`config.mk`:
```
export PLATFORM = sky130hd
export DESIGN_NAME = eq_i2s_tx_flat
export DESIGN_NICKNAME = d
export VERILOG_FILES = /design/src/rtl/eq_i2s_tx_if.sv /design/src/rtl/eq_i2s_tx.sv /design/src/flat_wrapper.sv
export SDC_FILE = /design/constraint.sdc
export NUM_CORES = 1
export LEC_CHECK = 0
export CAP_MARGIN = 0
export CORE_MARGIN = 2
export CORE_UTILIZATION = 40
export DETAILED_ROUTE_END_ITERATION = 8
export GPL_ROUTABILITY_DRIVEN = 0
export GPL_TIMING_DRIVEN = 0
export PLACE_DENSITY = 0.65
export SETUP_SLACK_MARGIN = 0.1
export SLEW_MARGIN = 20
export SYNTH_ARGS = -nofsm -noshare
export SYNTH_HDL_FRONTEND = slang
export SYNTH_SLANG_ARGS = --single-unit
```
`constraint.sdc`:
```
create_clock -name clk -period 5.5 [get_ports clk]
set_clock_uncertainty 0.05 [all_clocks]
set_input_delay 0.825 -clock clk [delete_from_list [all_inputs] [get_ports clk]]
set_output_delay 0.825 -clock clk [all_outputs]
set_load 0.01 [all_outputs]
```
`src/rtl/eq_i2s_tx_if.sv`:
```
`default_nettype none
// ============================================================================
//  Module      : eq_i2s_tx_if
//  Description : Sample handshake between the equalizer mixer (master) and
//                the I2S output serializer (slave).
//  Revision    : 1.0 - initial release
// ============================================================================
interface eq_i2s_tx_if;
    logic [23:0] sample_in;     // signed two's-complement mixed sample
    logic        sample_valid;  // sample_in valid
    logic        sample_ready;  // serializer holding register empty

    // The mixer produces samples and observes back-pressure.
    modport master (
        output sample_in,
        output sample_valid,
        input  sample_ready
    );

    // The serializer consumes samples and drives back-pressure.
    modport slave (
        input  sample_in,
        input  sample_valid,
        output sample_ready
    );
endinterface
`default_nettype wire

```
`src/rtl/eq_i2s_tx.sv`:
```
`default_nettype none
// ============================================================================
//  Module      : eq_i2s_tx
//  Description : Equalizer output serializer. Takes the mono 24-bit mixed
//                sample through a one-entry holding register and sends it on
//                both slots of a Philips I2S frame (64 bclk per frame, MSB
//                first, one-bit delay after lrclk). Empty frames are flagged
//                as underruns and counted with saturation.
//  Revision    : 1.0 - initial release
// ============================================================================
module eq_i2s_tx #(
    parameter int CLK_DIV = 4           // clk cycles per half bclk period (>= 2)
) (
    input  wire logic       clk,
    input  wire logic       rst_n,      // synchronous, active-low
    input  wire logic       en,         // serializer enable
    eq_i2s_tx_if.slave      smp,        // sample handshake from the mixer
    output logic            i2s_bclk,
    output logic            i2s_lrclk,
    output logic            i2s_sdata,
    output logic            underrun,
    output logic [7:0]      underrun_cnt
);

    // ------------------------------------------------------------------------
    // Constants
    // ------------------------------------------------------------------------
    localparam int                 c_DIV_W    = (CLK_DIV > 2) ? $clog2(CLK_DIV) : 1;
    localparam logic [c_DIV_W-1:0] c_DIV_LAST = c_DIV_W'(CLK_DIV - 1);
    localparam logic [c_DIV_W-1:0] c_DIV_ONE  = c_DIV_W'(1);
    localparam logic [5:0]         c_BIT_LAST = 6'd63;
    localparam logic [7:0]         c_CNT_MAX  = 8'd255;

    // ------------------------------------------------------------------------
    // Registers
    // ------------------------------------------------------------------------
    logic [c_DIV_W-1:0] r_div;          // clk counter within a bclk half period
    logic               r_bclk;
    logic [5:0]         r_bit_cnt;      // bclk position within the frame
    logic               r_lrclk;
    logic               r_sdata;
    logic [23:0]        r_frame;        // sample being transmitted this frame
    logic [23:0]        r_hold;         // one-entry holding register
    logic               r_hold_full;
    logic               r_underrun;
    logic [7:0]         r_underrun_cnt;

    // ------------------------------------------------------------------------
    // Combinational helpers
    // ------------------------------------------------------------------------
    logic               w_tick;         // bclk toggles at this edge
    logic               w_fall;         // bclk goes 1 -> 0 at this edge
    logic               w_load;         // frame boundary: bit_cnt wraps 63 -> 0
    logic               w_accept;       // handshake completes at this edge
    logic [5:0]         w_bit_next;
    logic [4:0]         w_pos_next;     // slot position after this falling event
    logic [31:0]        w_slot;         // slot image indexed by 31 - position
    logic               w_sdata_next;

    assign w_tick     = en && (r_div == c_DIV_LAST);
    assign w_fall     = w_tick && r_bclk;
    assign w_load     = w_fall && (r_bit_cnt == c_BIT_LAST);
    assign w_accept   = smp.sample_valid && smp.sample_ready;
    assign w_bit_next = r_bit_cnt + 6'd1;
    assign w_pos_next = w_bit_next[4:0];

    // One slot laid out so that position p selects bit 31-p: position 0 is the
    // I2S delay bit, 1..24 carry the sample MSB first, 25..31 are padding.
    // A load only happens when the next position is 0, which is always a zero
    // here, so the old frame_reg can be used without a bypass from the hold.
    assign w_slot       = {1'b0, r_frame, 7'b0};
    assign w_sdata_next = w_slot[5'd31 - w_pos_next];

    // Ready is the empty flag, held low while reset is asserted.
    assign smp.sample_ready = rst_n && !r_hold_full;

    // ------------------------------------------------------------------------
    // Sequential logic
    // ------------------------------------------------------------------------

    // Divide clk down to bclk; disabled serializer parks with bclk low.
    always_ff @(posedge clk) begin
        if (!rst_n || !en) begin
            r_div  <= '0;
            r_bclk <= 1'b0;
        end else if (r_div == c_DIV_LAST) begin
            r_div  <= '0;
            r_bclk <= ~r_bclk;
        end else begin
            r_div  <= r_div + c_DIV_ONE;
        end
    end

    // Advance the bit position and launch lrclk/sdata on each bclk falling event.
    always_ff @(posedge clk) begin
        if (!rst_n || !en) begin
            r_bit_cnt <= '0;
            r_lrclk   <= 1'b0;
            r_sdata   <= 1'b0;
        end else if (w_fall) begin
            r_bit_cnt <= w_bit_next;
            r_lrclk   <= w_bit_next[5];
            r_sdata   <= w_sdata_next;
        end
    end

    // Load the next frame from the holding register, or silence if it is empty.
    always_ff @(posedge clk) begin
        if (!rst_n || !en) begin
            r_frame <= '0;
        end else if (w_load) begin
            r_frame <= r_hold_full ? r_hold : 24'd0;
        end
    end

    // Capture an accepted sample; the data path keeps working while disabled.
    always_ff @(posedge clk) begin
        if (!rst_n) begin
            r_hold <= '0;
        end else if (w_accept) begin
            r_hold <= smp.sample_in;
        end
    end

    // Full flag: an accept can only happen when empty, so it wins over a load
    // in the same cycle (that load already saw the buffer as empty).
    always_ff @(posedge clk) begin
        if (!rst_n) begin
            r_hold_full <= 1'b0;
        end else if (w_accept) begin
            r_hold_full <= 1'b1;
        end else if (w_load) begin
            r_hold_full <= 1'b0;
        end
    end

    // Flag a frame that starts with nothing to send and count it (saturating).
    always_ff @(posedge clk) begin
        if (!rst_n) begin
            r_underrun     <= 1'b0;
            r_underrun_cnt <= '0;
        end else begin
            r_underrun <= w_load && !r_hold_full;
            if (w_load && !r_hold_full && (r_underrun_cnt != c_CNT_MAX)) begin
                r_underrun_cnt <= r_underrun_cnt + 8'd1;
            end
        end
    end

    // ------------------------------------------------------------------------
    // Outputs
    // ------------------------------------------------------------------------
    assign i2s_bclk     = r_bclk;
    assign i2s_lrclk    = r_lrclk;
    assign i2s_sdata    = r_sdata;
    assign underrun     = r_underrun;
    assign underrun_cnt = r_underrun_cnt;

endmodule
`default_nettype wire
```
`src/flat_wrapper.sv`:
```
// flat-port wrapper written by rule: the top's interface ports become plain ports
module eq_i2s_tx_flat 
#(
    parameter int CLK_DIV = 4                                                    
)
  (clk, rst_n, en, i2s_bclk, i2s_lrclk, i2s_sdata, underrun, underrun_cnt, smp_sample_in, smp_sample_valid, smp_sample_ready);
  eq_i2s_tx_if smp_i ();
  input  wire logic clk;
  input  wire logic rst_n;
  input  wire logic en;
  output logic i2s_bclk;
  output logic i2s_lrclk;
  output logic i2s_sdata;
  output logic underrun;
  output logic [7:0] underrun_cnt;
  input wire logic [$bits(smp_i.sample_in)-1:0] smp_sample_in;
  input wire logic [$bits(smp_i.sample_valid)-1:0] smp_sample_valid;
  output wire logic [$bits(smp_i.sample_ready)-1:0] smp_sample_ready;
  assign smp_i.sample_in = smp_sample_in;
  assign smp_i.sample_valid = smp_sample_valid;
  assign smp_sample_ready = smp_i.sample_ready;
  eq_i2s_tx #(.CLK_DIV(CLK_DIV)) u_core (.clk(clk), .rst_n(rst_n), .en(en), .smp(smp_i), .i2s_bclk(i2s_bclk), .i2s_lrclk(i2s_lrclk), .i2s_sdata(i2s_sdata), .underrun(underrun), .underrun_cnt(underrun_cnt));
endmodule
```
# ---- Yosys cells after proc, flatten, opt, wreduce, memory -nomap -nowiden
# Cells that the tools add are included.
dict set report classes {
  n_reduce_logical 13
  eq_ne 3
  bitwise_logic 1
  magnitude_cmp 1
  addsub 4
  n_mux 5
}
# cell n
set ops {}
lappend ops {{two-way mux 24 bit} 1}
lappend ops {{adder 8 x 1 -> 8 bit (second input constant)} 1}
lappend ops {{inequality test 8 bit (second input constant)} 1}
lappend ops {{logical AND 1 bit} 7}
lappend ops {{adder 6 x 1 -> 6 bit (second input constant)} 1}
lappend ops {{== test 6 bit (second input constant)} 1}
lappend ops {{< comparator 5 x 6 -> 1 bit (second input constant)} 1}
lappend ops {{binary-select mux 1 bit (select 5 bit)} 1}
lappend ops {{subtractor 5 bit (first input constant)} 1}
lappend ops {{zero test 1 bit} 3}
lappend ops {{two-way mux 1 bit} 3}
lappend ops {{adder 2 x 1 -> 2 bit (second input constant)} 1}
lappend ops {{== test 2 bit (second input constant)} 1}
lappend ops {{nonzero test 2 bit} 1}
lappend ops {{OR reduction 2 bit} 1}
lappend ops {{logical OR 1 bit} 1}
lappend ops {{inverter 1 bit} 1}
dict set report word_totals {
  elab_cells 37
  ff_bits 69
  output_inout_bits 13
  in_bits 28
}

# ---- Longest topological paths before layout
# Gate-level depths: netlist of run 1.
dict set report logic_depth {
  word_depth 6
  depth_mapped 8
  depth_no_buf 6
}

# ---- Least setup slack after synthesis of run 1
# Ideal clock, no wire load.
dict set report synth_path {
  kind {input -> output}
  start {in rst_n}
  end {out smp_sample_ready}
  path_stages 3
  path_slack_ns 3.377
  n_path_buf 1
  arrival_ns 1.248
  required_time_ns 4.625
  path_cell_list {buf_4 inv_2 nor2_1}
}
dict set report synth_between {
  elab_chain_cells 1
}
# element line
set synth_lines {}
lappend synth_lines {{start: declaration} flat_wrapper.sv:9} ;# input wire logic rst_n;
lappend synth_lines {{logical AND 1 bit} eq_i2s_tx.sv:75} ;# assign smp.sample_ready = rst_n && !r_hold_full;
lappend synth_lines {{end: declaration} flat_wrapper.sv:18} ;# output wire logic [$bits(smp_i.sample_ready)-1:0] smp_sample_ready;
# No other way between the ends.

# ---- Worst setup path after layout of run 1
# Ends and elaborated chain as after synthesis.

==> results.py, run 1 <==
metrics = {
    "setup_path": {
        "cp-start-kind": "input port",
        "crit_path_max_incr_delay_ns": 0.57,
        "critPathRequiredTime_ns": 4.62,
        "cp_cell_sequence": "buf_4 > inv_2 > nor2_1 > clkdlybuf4s50_1",
        "crit_arrival_ns": 1.87,
        "setup.reg_to_reg.worst_slack_ns": 3.36,
        "cp_top_family": "buffers and inverters",
        "worstSetupEndpointType": "output pin",
        "crit_slowest_cell": "clkdlybuf4s50_1",
        "worst-path-buf-inv": 3,
        "cp_max_fo": 10,
        "criticalPathCategory": "in -> out",
    },
    "sta": {
        "fin_crit_ns": 2.74,
        "rsz0062_at_grt": "no",
        "worst_slew_pin_slew_ns": 0.582,
        "relSlewSlack_pct": 61.0,
        "final-setup-viol-count": 0,
        "hold_ws_ns": 0.379,
        "hold_viol": 0,
        "fmaxAchievable_mhz": 365,
        "timing.final.crit_share_pct": 49.8,
        "tns_ns": 0,
        "drv_slew": 0,
    },
    "routing": {
        "wl_per_cell_um": 12.5,
        "drtPass1Iterations": 4,
        "drc": 0,
        "wl_um": 6220,
        "avgViaCountPerCell": 4.91,
        "drtIter0Drc": 83,
        "antenna_left": 0,
        "via_count": 2440,
    },
    "clock_tree": {
        "hold_buffers": 0,
        "clkSinkCount": 68,
        "clkTransAtPathRegs_ns": 0.07,
        "postCtsSetupRepairBufs": 0,
        "cts.path.max_buffers": 2,
        "cts_resized": 0,
        "cts-buffers-inserted": 9,
        "root_buffer": "clkbuf_8",
        "clkLatencyLatePin_ns": 0.34,
        "cts_tree": "done",
        "htree_levels": 3,
    },
    "global_routing": {
        "grt_remaining_overflow": 0,
        "antenna_found_initial": 0,
        "grt_pass1_vias": 2217,
        "grt_max_degree": 12,
        "grt_pass1_wl_um": 10400,
        "grt_usage_pct": 16.8,
    },
    "die": {
        "ios": 41,
        "die_w_um": 89.0,
        "core_sq_mm": 0.00714,
        "die_h_um": 89.0,
        "rows": 31,
        "die_area_sq_mm": 0.00793,
        "start_util_pct": 40.5,
    },
    "place": {
        "dp_hpwl_um": 4470,
        "io_buffers": 39,
    },
    "finish": {
        "multi_input_area_sq_mm": 0.00139,
        "layout-drive-gt1-share_pct": 10.1,
        "areaGrowthSynthToFinish_pct": 23.7,
        "mostFrequentLayoutCells": "87 x nand2_1, 68 x dfxtp_1, 57 x nand3_1",
        "fin_nets": 424,
        "regArea_sq_mm": 0.00136,
        "final_common_cell": "nand2_1",
        "diodes": 0,
        "fill_cells": 693,
    },
    "synthesis": {
        "synth-edff-count": 0,
        "async_reset_ff_share_pct": 0,
        "ys_seq_elements": 68,
        "ys_top_cells_by_area": "dfxtp_1 47%, nand2_1 11%, nand3_1 9.9%",
        "seq_area_frac_synth_pct": 47.1,
        "postSynthCellCount": 343,
        "synth_top_area_share_pct": 47.1,
        "synth_ff_type": "dfxtp_1",
        "ys_types": 41,
        "synth.cell_area_sq_mm": 0.00289,
        "syn_area_per_cell_sq_um": 8.43,
        "syn_nets": 374,
        "synth_top_area_cell": "dfxtp_1",
        "ys_warn_count": 0,
    },
    "power_and_ir_drop": {
        "leakage_nw": 1.31,
        "power_density_mw_per_mm2": 261,
        "vdd_drop_max_mv": 0.151,
    },
    "job": {
        "cap_violations": 0,
    },
    "min_path": {
        "worstHoldPathType": "reg -> reg",
    },
    "status": {
        "status": "finished, final reports clean",
    },
}
## final timing paths
path | end | depth (start not counted) | start
setup reg to reg | u_core.i2s_sdata | 6 | u_core.r_bit_cnt[0]
hold / removal | u_core.r_div[0] | 1 | u_core.r_div[0]
hold reg to reg | u_core.r_div[0] | 1 | u_core.r_div[0]
setup / recovery | smp_sample_ready | 4 | rst_n
## Yosys cell counts, types with 2 or more instances
library cell / instances
nand2_1: 87
dfxtp_1: 68
nand3_1: 57
a21oi_1: 29
nor2_1: 12
clkbuf_1: 11
xor2_1: 9
buf_2: 7
mux4_2: 5
nor3_1: 5
o21ai_0: 5
xnor2_1: 5
nand4_1: 4
buf_4: 3
buf_6: 3
ha_1: 3
nor3b_1: 3
and3_1: 2
nand3_2: 2
or3_1: 2
## flip-flops by register name, summed over array words and instances, names as in the netlist
signal and count:
u_core.r_hold 24, u_core.r_bit_cnt 5, u_core.underrun_cnt 8, u_core.i2s_bclk 1, u_core.r_hold_full 1, u_core.i2s_lrclk 1, u_core.r_frame 24, u_core.i2s_sdata 1
u_core.underrun 1, u_core.r_div 2
## area by class of cell
| class | instances | share of cell area (%) |
|---|---|---|
| buffer | 25 | 3.81 |
| clock buffer | 12 | 4.06 |
| clock inverter | 4 | 0.700 |
| inverter | 2 | 0.210 |
| multi-input combinational | 248 | 38.8 |
| sequential | 68 | 38.1 |
| tap | 99 | 3.46 |
| timing repair buffer | 39 | 10.9 |
## through the flow
step           instances  area (sq um)  total power, mW  util, %  setup WS (ns)
6_report             497          3580            0.935     50.1           2.76
2_1_floorplan        343          2890            0.557        -           3.38
4_1_cts              497          3580            0.945     50.1           2.77
3_5_place_dp         481          3410            0.591     47.7           2.72
5_1_grt              497          3580            0.973     50.1           2.71
3_3_place_gp         481          3410            0.590     47.7           2.74
## cell families after synthesis
group | after synthesis | synth area share, %
AO/OA/AOI/OAI | 40 | 7.48
XOR/XNOR | 14 | 4.24
adder cells (fa/ha/maj) | 3 | 1.30
buffers and inverters | 27 | 4.97
flip-flops | 68 | 47.1
multiplexers | 7 | 4.63
AND/OR/NAND/NOR | 184 | 30.3
## worst register-to-register path: stages (launching register included)
cell and delay (ns):
dfxtp_1 0.34, ha_1 0.28, buf_2 0.23, mux4_2 0.53
mux2_2 0.27, a211oi_1 0.23, o31ai_1 0.09
## per-layer routing
layer  track usage (%)  up-vias  wire (um)
met1              22.9     1113       3130
met2              26.5       46       2790
met4              6.11        0         90
met5                 0        -          0
li1                  -     1272          -
met3              3.60        9        209
## power breakdown
part / switching [mW] / internal [mW]
logic: 0.0350 / 0.0285
clock network: 0.180 / 0.175
registers: 0.00883 / 0.508
total: 0.224 / 0.711
Note: power is estimated with default switching activity, not from simulation.
==> run 2: changes to the inputs <==
clock period = 2.8 ns   (was 5.5 ns; I/O delays follow)
==> results of run 2 <==
The final DEF is identical to that of run 1. Status: finished, final reports clean.
Main changes from that run: setup slack after placement 2.72 ns -> 0.427 ns; clock-pin slew on the worst setup and hold paths 0.07 ns -> 0.08 ns; setup slack after layout 2.76 ns -> 0.555 ns; hold slack 0.379 ns -> 0.375 ns; start point of the critical path rst_n -> u_core.r_hold_full; register-to-register setup slack 3.36 ns -> 0.66 ns; end point of the worst hold path u_core.r_div[0] -> u_core.r_hold[0]; total power 0.935 mW -> 1.84 mW; worst IR drop on VDD 0.151 mV -> 0.296 mV
